$ cat src/rtl/baseball_pkg.sv
// Shared types and constants for the inning controller: FSM states, hitout bit
// positions, default inning count and small arithmetic helpers.
package baseball_pkg;

    typedef enum logic [2:0] {
        ST_IDLE   = 3'd0,
        ST_SPIN   = 3'd1,
        ST_JUDGE  = 3'd2,
        ST_CHANGE = 3'd3,
        ST_OVER   = 3'd4
    } state_e;

    // hitout = {hit1, hit2, hit3, hit4, out}
    localparam int unsigned HIT1 = 4;
    localparam int unsigned HIT2 = 3;
    localparam int unsigned HIT3 = 2;
    localparam int unsigned HIT4 = 1;
    localparam int unsigned OUT  = 0;

    localparam int unsigned DEF_N_INNINGS = 3;
    localparam logic [3:0]  MAX_COUNT     = 4'd15;

    function automatic logic is_onehot5(input logic [4:0] v);
        return (v != 5'd0) && ((v & (v - 5'd1)) == 5'd0);
    endfunction

    function automatic logic [3:0] sat_add4(input logic [3:0] a, input logic [2:0] b);
        logic [4:0] sum;
        sum = {1'b0, a} + {2'b00, b};
        return sum[4] ? MAX_COUNT : sum[3:0];
    endfunction

endpackage

$ cat src/rtl/base_advance.sv
// Combinational runner advance: every runner and the batter move up by the
// number of bases hit; anyone carried past third base scores.
module base_advance (
    input  logic [2:0] bases_i,
    input  logic [2:0] hits_i,
    output logic [2:0] bases_o,
    output logic [2:0] runs_o
);

    logic [6:0] moved_s;

    // Bit k of moved_s is base k+1 after the hit; bits [6:3] are home plate and beyond.
    always_comb begin
        moved_s = ({4'b0000, bases_i} << hits_i) | (7'b0000001 << (hits_i - 3'd1));
        bases_o = moved_s[2:0];
        runs_o  = {2'b00, moved_s[3]} + {2'b00, moved_s[4]}
                + {2'b00, moved_s[5]} + {2'b00, moved_s[6]};
    end

endmodule

$ cat src/rtl/inning_ctrl.sv
// Roulette baseball inning controller: pitch/swing sequencing, base running,
// outs, half-inning changes, scoring and end-of-game rules.
// Optional macro EXTRA_INNINGS_EN: tied games after regulation go to extra innings.
module inning_ctrl
    import baseball_pkg::*;
#(
    parameter int unsigned N_INNINGS = DEF_N_INNINGS
) (
    input  logic       clk,
    input  logic       reset,
    input  logic       start,
    input  logic       pitch,
    input  logic       swing,
    input  logic [4:0] hitout,
    output logic       active,
    output logic [2:0] bases,
    output logic [1:0] outs,
    output logic [3:0] inning,
    output logic       half,
    output logic [3:0] score_away,
    output logic [3:0] score_home,
    output logic       result_valid,
    output logic       game_over,
    output logic       err
);

    localparam logic [3:0] N_LAST = N_INNINGS[3:0];

    state_e     state_q, state_d;
    logic [2:0] bases_q, bases_d;
    logic [1:0] outs_q, outs_d;
    logic [3:0] inning_q, inning_d;
    logic       half_q, half_d;
    logic [3:0] away_q, away_d;
    logic [3:0] home_q, home_d;
    logic       rv_q, rv_d;
    logic       active_q, active_d;
    logic       over_q, over_d;
    logic       err_q, err_d;

    logic       onehot_s;
    logic       is_hit_s;
    logic       late_s;
    logic [2:0] hit_cnt_s;
    logic [2:0] adv_bases_s;
    logic [2:0] adv_runs_s;
    logic [3:0] home_sum_s;
    logic [3:0] away_sum_s;

    base_advance u_base_advance (
        .bases_i (bases_q),
        .hits_i  (hit_cnt_s),
        .bases_o (adv_bases_s),
        .runs_o  (adv_runs_s)
    );

    // Decode the roulette result into a hit count and validity flags.
    always_comb begin
        onehot_s = is_onehot5(hitout);
        is_hit_s = onehot_s && !hitout[OUT];
        if (hitout[HIT1]) begin
            hit_cnt_s = 3'd1;
        end else if (hitout[HIT2]) begin
            hit_cnt_s = 3'd2;
        end else if (hitout[HIT3]) begin
            hit_cnt_s = 3'd3;
        end else if (hitout[HIT4]) begin
            hit_cnt_s = 3'd4;
        end else begin
            hit_cnt_s = 3'd0;
        end
        late_s     = (inning_q >= N_LAST);
        home_sum_s = sat_add4(home_q, adv_runs_s);
        away_sum_s = sat_add4(away_q, adv_runs_s);
    end

    // Next-state and next-output computation for the game FSM.
    always_comb begin
        state_d  = state_q;
        bases_d  = bases_q;
        outs_d   = outs_q;
        inning_d = inning_q;
        half_d   = half_q;
        away_d   = away_q;
        home_d   = home_q;
        err_d    = err_q;
        rv_d     = 1'b0;
        if (start) begin
            state_d  = ST_IDLE;
            bases_d  = 3'd0;
            outs_d   = 2'd0;
            inning_d = 4'd1;
            half_d   = 1'b0;
            away_d   = 4'd0;
            home_d   = 4'd0;
            err_d    = 1'b0;
        end else begin
            case (state_q)
                ST_IDLE: begin
                    if (pitch) begin
                        state_d = ST_SPIN;
                    end else begin
                        state_d = ST_IDLE;
                    end
                end
                ST_SPIN: begin
                    if (swing) begin
                        state_d = ST_JUDGE;
                    end else begin
                        state_d = ST_SPIN;
                    end
                end
                ST_JUDGE: begin
                    rv_d = 1'b1;
                    if (is_hit_s) begin
                        bases_d = adv_bases_s;
                        if (half_q) begin
                            home_d = home_sum_s;
                        end else begin
                            away_d = away_sum_s;
                        end
                        // Walk-off: the home side takes the lead in a deciding inning.
                        if (half_q && late_s && (home_sum_s > away_q)) begin
                            state_d = ST_OVER;
                        end else begin
                            state_d = ST_IDLE;
                        end
                    end else begin
                        err_d = err_q | ~onehot_s;
                        if (outs_q == 2'd2) begin
                            state_d = ST_CHANGE;
                        end else begin
                            outs_d  = outs_q + 2'd1;
                            state_d = ST_IDLE;
                        end
                    end
                end
                ST_CHANGE: begin
                    bases_d = 3'd0;
                    outs_d  = 2'd0;
                    if (!half_q) begin
                        if (late_s && (home_q > away_q)) begin
                            state_d = ST_OVER;
                        end else begin
                            half_d  = 1'b1;
                            state_d = ST_IDLE;
                        end
                    end else if (late_s && (home_q != away_q)) begin
                        state_d = ST_OVER;
                    end else if (late_s) begin
`ifdef EXTRA_INNINGS_EN
                        if (inning_q == MAX_COUNT) begin
                            state_d = ST_OVER;
                        end else begin
                            inning_d = inning_q + 4'd1;
                            half_d   = 1'b0;
                            state_d  = ST_IDLE;
                        end
`else
                        state_d = ST_OVER;
`endif
                    end else begin
                        inning_d = (inning_q == MAX_COUNT) ? MAX_COUNT : inning_q + 4'd1;
                        half_d   = 1'b0;
                        state_d  = ST_IDLE;
                    end
                end
                ST_OVER: begin
                    state_d = ST_OVER;
                end
                default: begin
                    state_d = ST_OVER;
                end
            endcase
        end
        active_d = (state_d == ST_SPIN);
        over_d   = (state_d == ST_OVER);
    end

    // State and registered outputs; reset parks the game in OVER.
    always_ff @(posedge clk) begin
        if (reset) begin
            state_q  <= ST_OVER;
            bases_q  <= 3'd0;
            outs_q   <= 2'd0;
            inning_q <= 4'd1;
            half_q   <= 1'b0;
            away_q   <= 4'd0;
            home_q   <= 4'd0;
            rv_q     <= 1'b0;
            active_q <= 1'b0;
            over_q   <= 1'b1;
            err_q    <= 1'b0;
        end else begin
            state_q  <= state_d;
            bases_q  <= bases_d;
            outs_q   <= outs_d;
            inning_q <= inning_d;
            half_q   <= half_d;
            away_q   <= away_d;
            home_q   <= home_d;
            rv_q     <= rv_d;
            active_q <= active_d;
            over_q   <= over_d;
            err_q    <= err_d;
        end
    end

    assign active       = active_q;
    assign bases        = bases_q;
    assign outs         = outs_q;
    assign inning       = inning_q;
    assign half         = half_q;
    assign score_away   = away_q;
    assign score_home   = home_q;
    assign result_valid = rv_q;
    assign game_over    = over_q;
    assign err          = err_q;

endmodule
$ cat config.mk
export PLATFORM = sky130hd
export DESIGN_NAME = inning_ctrl
export DESIGN_NICKNAME = d
export VERILOG_FILES = /design/src/rtl/baseball_pkg.sv /design/src/rtl/base_advance.sv /design/src/rtl/inning_ctrl.sv
export SDC_FILE = /design/constraint.sdc
export NUM_CORES = 1
export LEC_CHECK = 0
export CORE_MARGIN = 3
export CORE_UTILIZATION = 57
export DETAILED_ROUTE_END_ITERATION = 8
export GPL_TIMING_DRIVEN = 1
export PLACE_DENSITY = 0.82
export SLEW_MARGIN = 40
export SYNTH_ARGS = -nofsm -noshare
export SYNTH_HDL_FRONTEND = slang
export SYNTH_HIERARCHICAL = 1
export SYNTH_SLANG_ARGS = --single-unit
$ cat constraint.sdc
create_clock -name clk -period 15.3 [get_ports clk]
set_input_delay 3.825 -clock clk [delete_from_list [all_inputs] [get_ports clk]]
set_output_delay 3.825 -clock clk [all_outputs]
set_load 0.005 [all_outputs]
==> results.yml <==
synthesis:
  yosysTopAreaCellShare_pct: 27.16
  syn_nets: 245
  yosysUniqueCellTypes: 55
  synth_warnings: 6
  synthCells: 213
  yosysTopAreaCell: "dfxtp_1"
  seq_area_frac_synth_pct: 27.16
  avgSynthCellArea_sq_um: 8.653
  synth_ff_type: "dfxtp_1"
  synth_area_leaders: "dfxtp_1 (27%), ha_1 (13%), nor2_1 (3.9%)"
  syn_area_sq_mm: 0.001843
  synthArstFlopShare_pct: 0
  synth_edf_count: 0
  ys_ff_latch: 25
floorplan:
  coreArea_sq_mm: 0.003078
  initial_utilization_pct: 59.88
  boundaryPins: 32
  die-area_sq_mm: 0.003951
  dieHeight_microns: 62.86
  rows: 20
  die_x_microns: 62.86
global_route:
  grt_pass1_vias: 1560
  antenna_found_initial: 0
  grt_max_degree: 19
  grt_overflow_total: 0
  grt_usage_pct: 21.63
  grt_pass1_wl_microns: 7072
pwr:
  internal_power_mw: 0.08264
  clkPwrFrac_pct: 28.0
  sw_frac_of_total_pct: 27.21
  p_per_area_mw_per_mm2: 51.41
  p_sw_mw: 0.03089
  sequentialPowerShare_pct: 58.3
  leakagePower_nw: 0.8395
  comb_power_share_pct: 13.7
  peakVddDrop_uv: 56.67
setup_path:
  worst-r2r-setup-slack_ns: 11.58
  end_kind: "flip-flop"
  ff2ff_path_depth: 16
  path_class: "in2reg"
  startpoint: "hitout[3]"
  crit_fanout: 14
  r2r_start: "bases[0]$_SDFFE_PP0P_"
  crit_end: "game_over$_SDFF_PP1_"
  worstPathRequired_ns: 15.56
  cp-start-kind: "input port"
  worstPathArrival_ns: 8.48
  reg2reg_to: "game_over$_SDFF_PP1_"
cts:
  clock_path_buffers: 2
  clock_sinks: 25
  post_cts_resized: 0
  cts_root_buf: "clkbuf_4"
  ctsHoldBuffers: 0
  numCtsBuffers: 3
  h-tree-depth: 1
  clk_pin_slew_ns: 0.15
  post_cts_buffers: 0
  clock_latency_ns: 0.33
  cts_tree: "built"
min_path:
  holdPathStages: 2
  min_path_type: "reg2reg"
outcome:
  outcome: "completed"
cells_and_area:
  layout.nets: 275
  drive_above_1_share_pct: 5.372
  fillers: 246
  fin_cells: 286
  areaGrowthSynthToFinish_pct: 19.82
  insertedDiodeCount: 0
  multi_input_area_sq_mm: 0.001241
  seq_area_sq_um: 500.5
  final_core_util_pct: 71.75
timing:
  rsz0062_at_grt: "no"
  hold_viol_final: 0
  slew_headroom_pct: 51.41
  setup-tns-final_ns: 0
  setup_viol: 0
  fin_crit_ns: 8.216
  skew_ns: 0.005665
  period_share_pct: 53.70
  tightest_slew_ns: 0.7262
  max_clock_freq_ghz: 0.1217
  slew_viol_final: 0
routing:
  ant_nets: 0
  drt_iter0_markers: 94
  detail_route.wl_per_cell_microns: 13.84
  dr.pass1.iters: 4
  drcViolationCount: 0
  wirelength_microns: 3958
  vias: 1663
  viasPerCell: 5.815
placed_design:
  dp.cells: 282
  gp_congestion: 0.9161
  port_buffers: 31
  dp_hpwl_microns: 3064
job:
  drv_cap: 0
## kinds of logic (layout without fill, tap and decap cells)
kind of cell | count (synthesis) | after routing | share of synthesized area (%)
and+or+nand+nor | 78 | 78 | 23.97
buffers and inverters | 24 | 53 | 5.499
adders and majority gates | 22 | 22 | 16.16
AOI/OAI and AO/OA | 55 | 55 | 22.54
muxes | 6 | 6 | 3.259
xor gates and xnor gates | 3 | 3 | 1.426
DFF | 25 | 25 | 27.16
## cell usage after synthesis (3+ instances only)
cell type,count
a32oi_1,3
fa_1,3
inv_1,17
mux2i_1,6
a21oi_1,13
o211ai_1,3
ha_1,19
buf_2,3
nand3b_1,5
nor3_1,5
nand2b_1,7
nor2_1,19
o221ai_1,3
o21ai_0,7
nor2b_1,5
nand2_1,13
or3b_1,4
dfxtp_1,25
a211oi_1,6
## cell usage in the layout (no fill, tap or decap), types with 5 or more instances in the layout
| master | instances |
|---|---|
| nor3_1 | 5 |
| nand3b_1 | 5 |
| nor2_1 | 19 |
| o21ai_0 | 7 |
| nor2b_1 | 5 |
| ha_1 | 19 |
| nand2b_1 | 7 |
| dfxtp_1 | 25 |
| mux2i_1 | 6 |
| a211oi_1 | 6 |
| nand2_1 | 13 |
| clkdlybuf4s50_1 | 31 |
| a21oi_1 | 13 |
| inv_1 | 17 |
## area by class of cell
class                      count  share of cell area [%]
clock buffer                   3                   1.020
timing repair buffer          32                   14.39
multi-input combinational    164                   56.20
sequential                    25                   22.66
clock inverter                 1                  0.3399
inverter                      17                   2.890
tap                           44                   2.493
## power by group through the flow
stage | clock network [mW] | registers (mW) | logic (mW)
after global placement | 0 | 0.0676 | 0.0154
after CTS | 0.0323 | 0.0662 | 0.0156
final | 0.0318 | 0.0662 | 0.0156
after floorplan | 0 | 0.0674 | 0.0102
after global routing | 0.0352 | 0.0663 | 0.0174
after detailed placement | 0 | 0.0676 | 0.0156
## state kept, by name, summed over array words and instances (netlist names)
signal	cells
active	1
inning	4
score_away	4
err	1
outs	2
result_valid	1
score_home	4
state_q	3
half	1
game_over	1
bases	3
## metal layers
layer  part of all wire (%)  wire, microns  track usage [%]
met2                     48           1912            35.18
met1                     48           1892            30.59
met5                      0              0                0
met3                    3.0            120            1.978
met4                   0.81             32            5.510
## worst max-delay path, stage by stage
cell             delay (ns)
clkdlybuf4s50_1        0.56
nor2_1                 0.08
nor2_1                 0.56
nor2_1                 0.09
ha_1                   0.38
nand3_1                0.09
o311ai_1               0.12
fa_1                   0.48
ha_1                   0.21
ha_1                   0.32
inv_1                  0.09
fa_1                   0.42
nor2b_1                0.15
o21ai_0                0.16
nor2b_1                0.18
ha_1                   0.17
inv_1                  0.06
a21oi_1                0.07
o21ai_0                0.18
nand3_1                0.11
o21ai_1                0.15
## per-stage QoR
stage,worst slack [ns],hold slack (ns),cell area (sq um),power (mW)
after floorplan,7.804,0.4487,1843,0.07753
after global placement,6.946,0.4453,2178,0.08298
after detailed placement,6.757,0.4417,2178,0.08312
after CTS,7.079,0.4726,2208,0.1141
after global routing,6.528,0.5181,2208,0.1189
final,7.084,0.4710,2208,0.1135
## worst min path at each step
| stage | startpoint | slack [ns] | endpoint |
|---|---|---|---|
| after floorplan | err$_SDFFE_PP0P_ | 0.45 | err$_SDFFE_PP0P_ |
| after global placement | err$_SDFFE_PP0P_ | 0.45 | err$_SDFFE_PP0P_ |
| after detailed placement | err$_SDFFE_PP0P_ | 0.44 | err$_SDFFE_PP0P_ |
| after CTS | err$_SDFFE_PP0P_ | 0.47 | err$_SDFFE_PP0P_ |
| after global routing | outs[0]$_SDFFE_PP0P_ | 0.52 | outs[0]$_SDFFE_PP0P_ |
| final | err$_SDFFE_PP0P_ | 0.47 | err$_SDFFE_PP0P_ |
(Power assumes the default switching activity.)
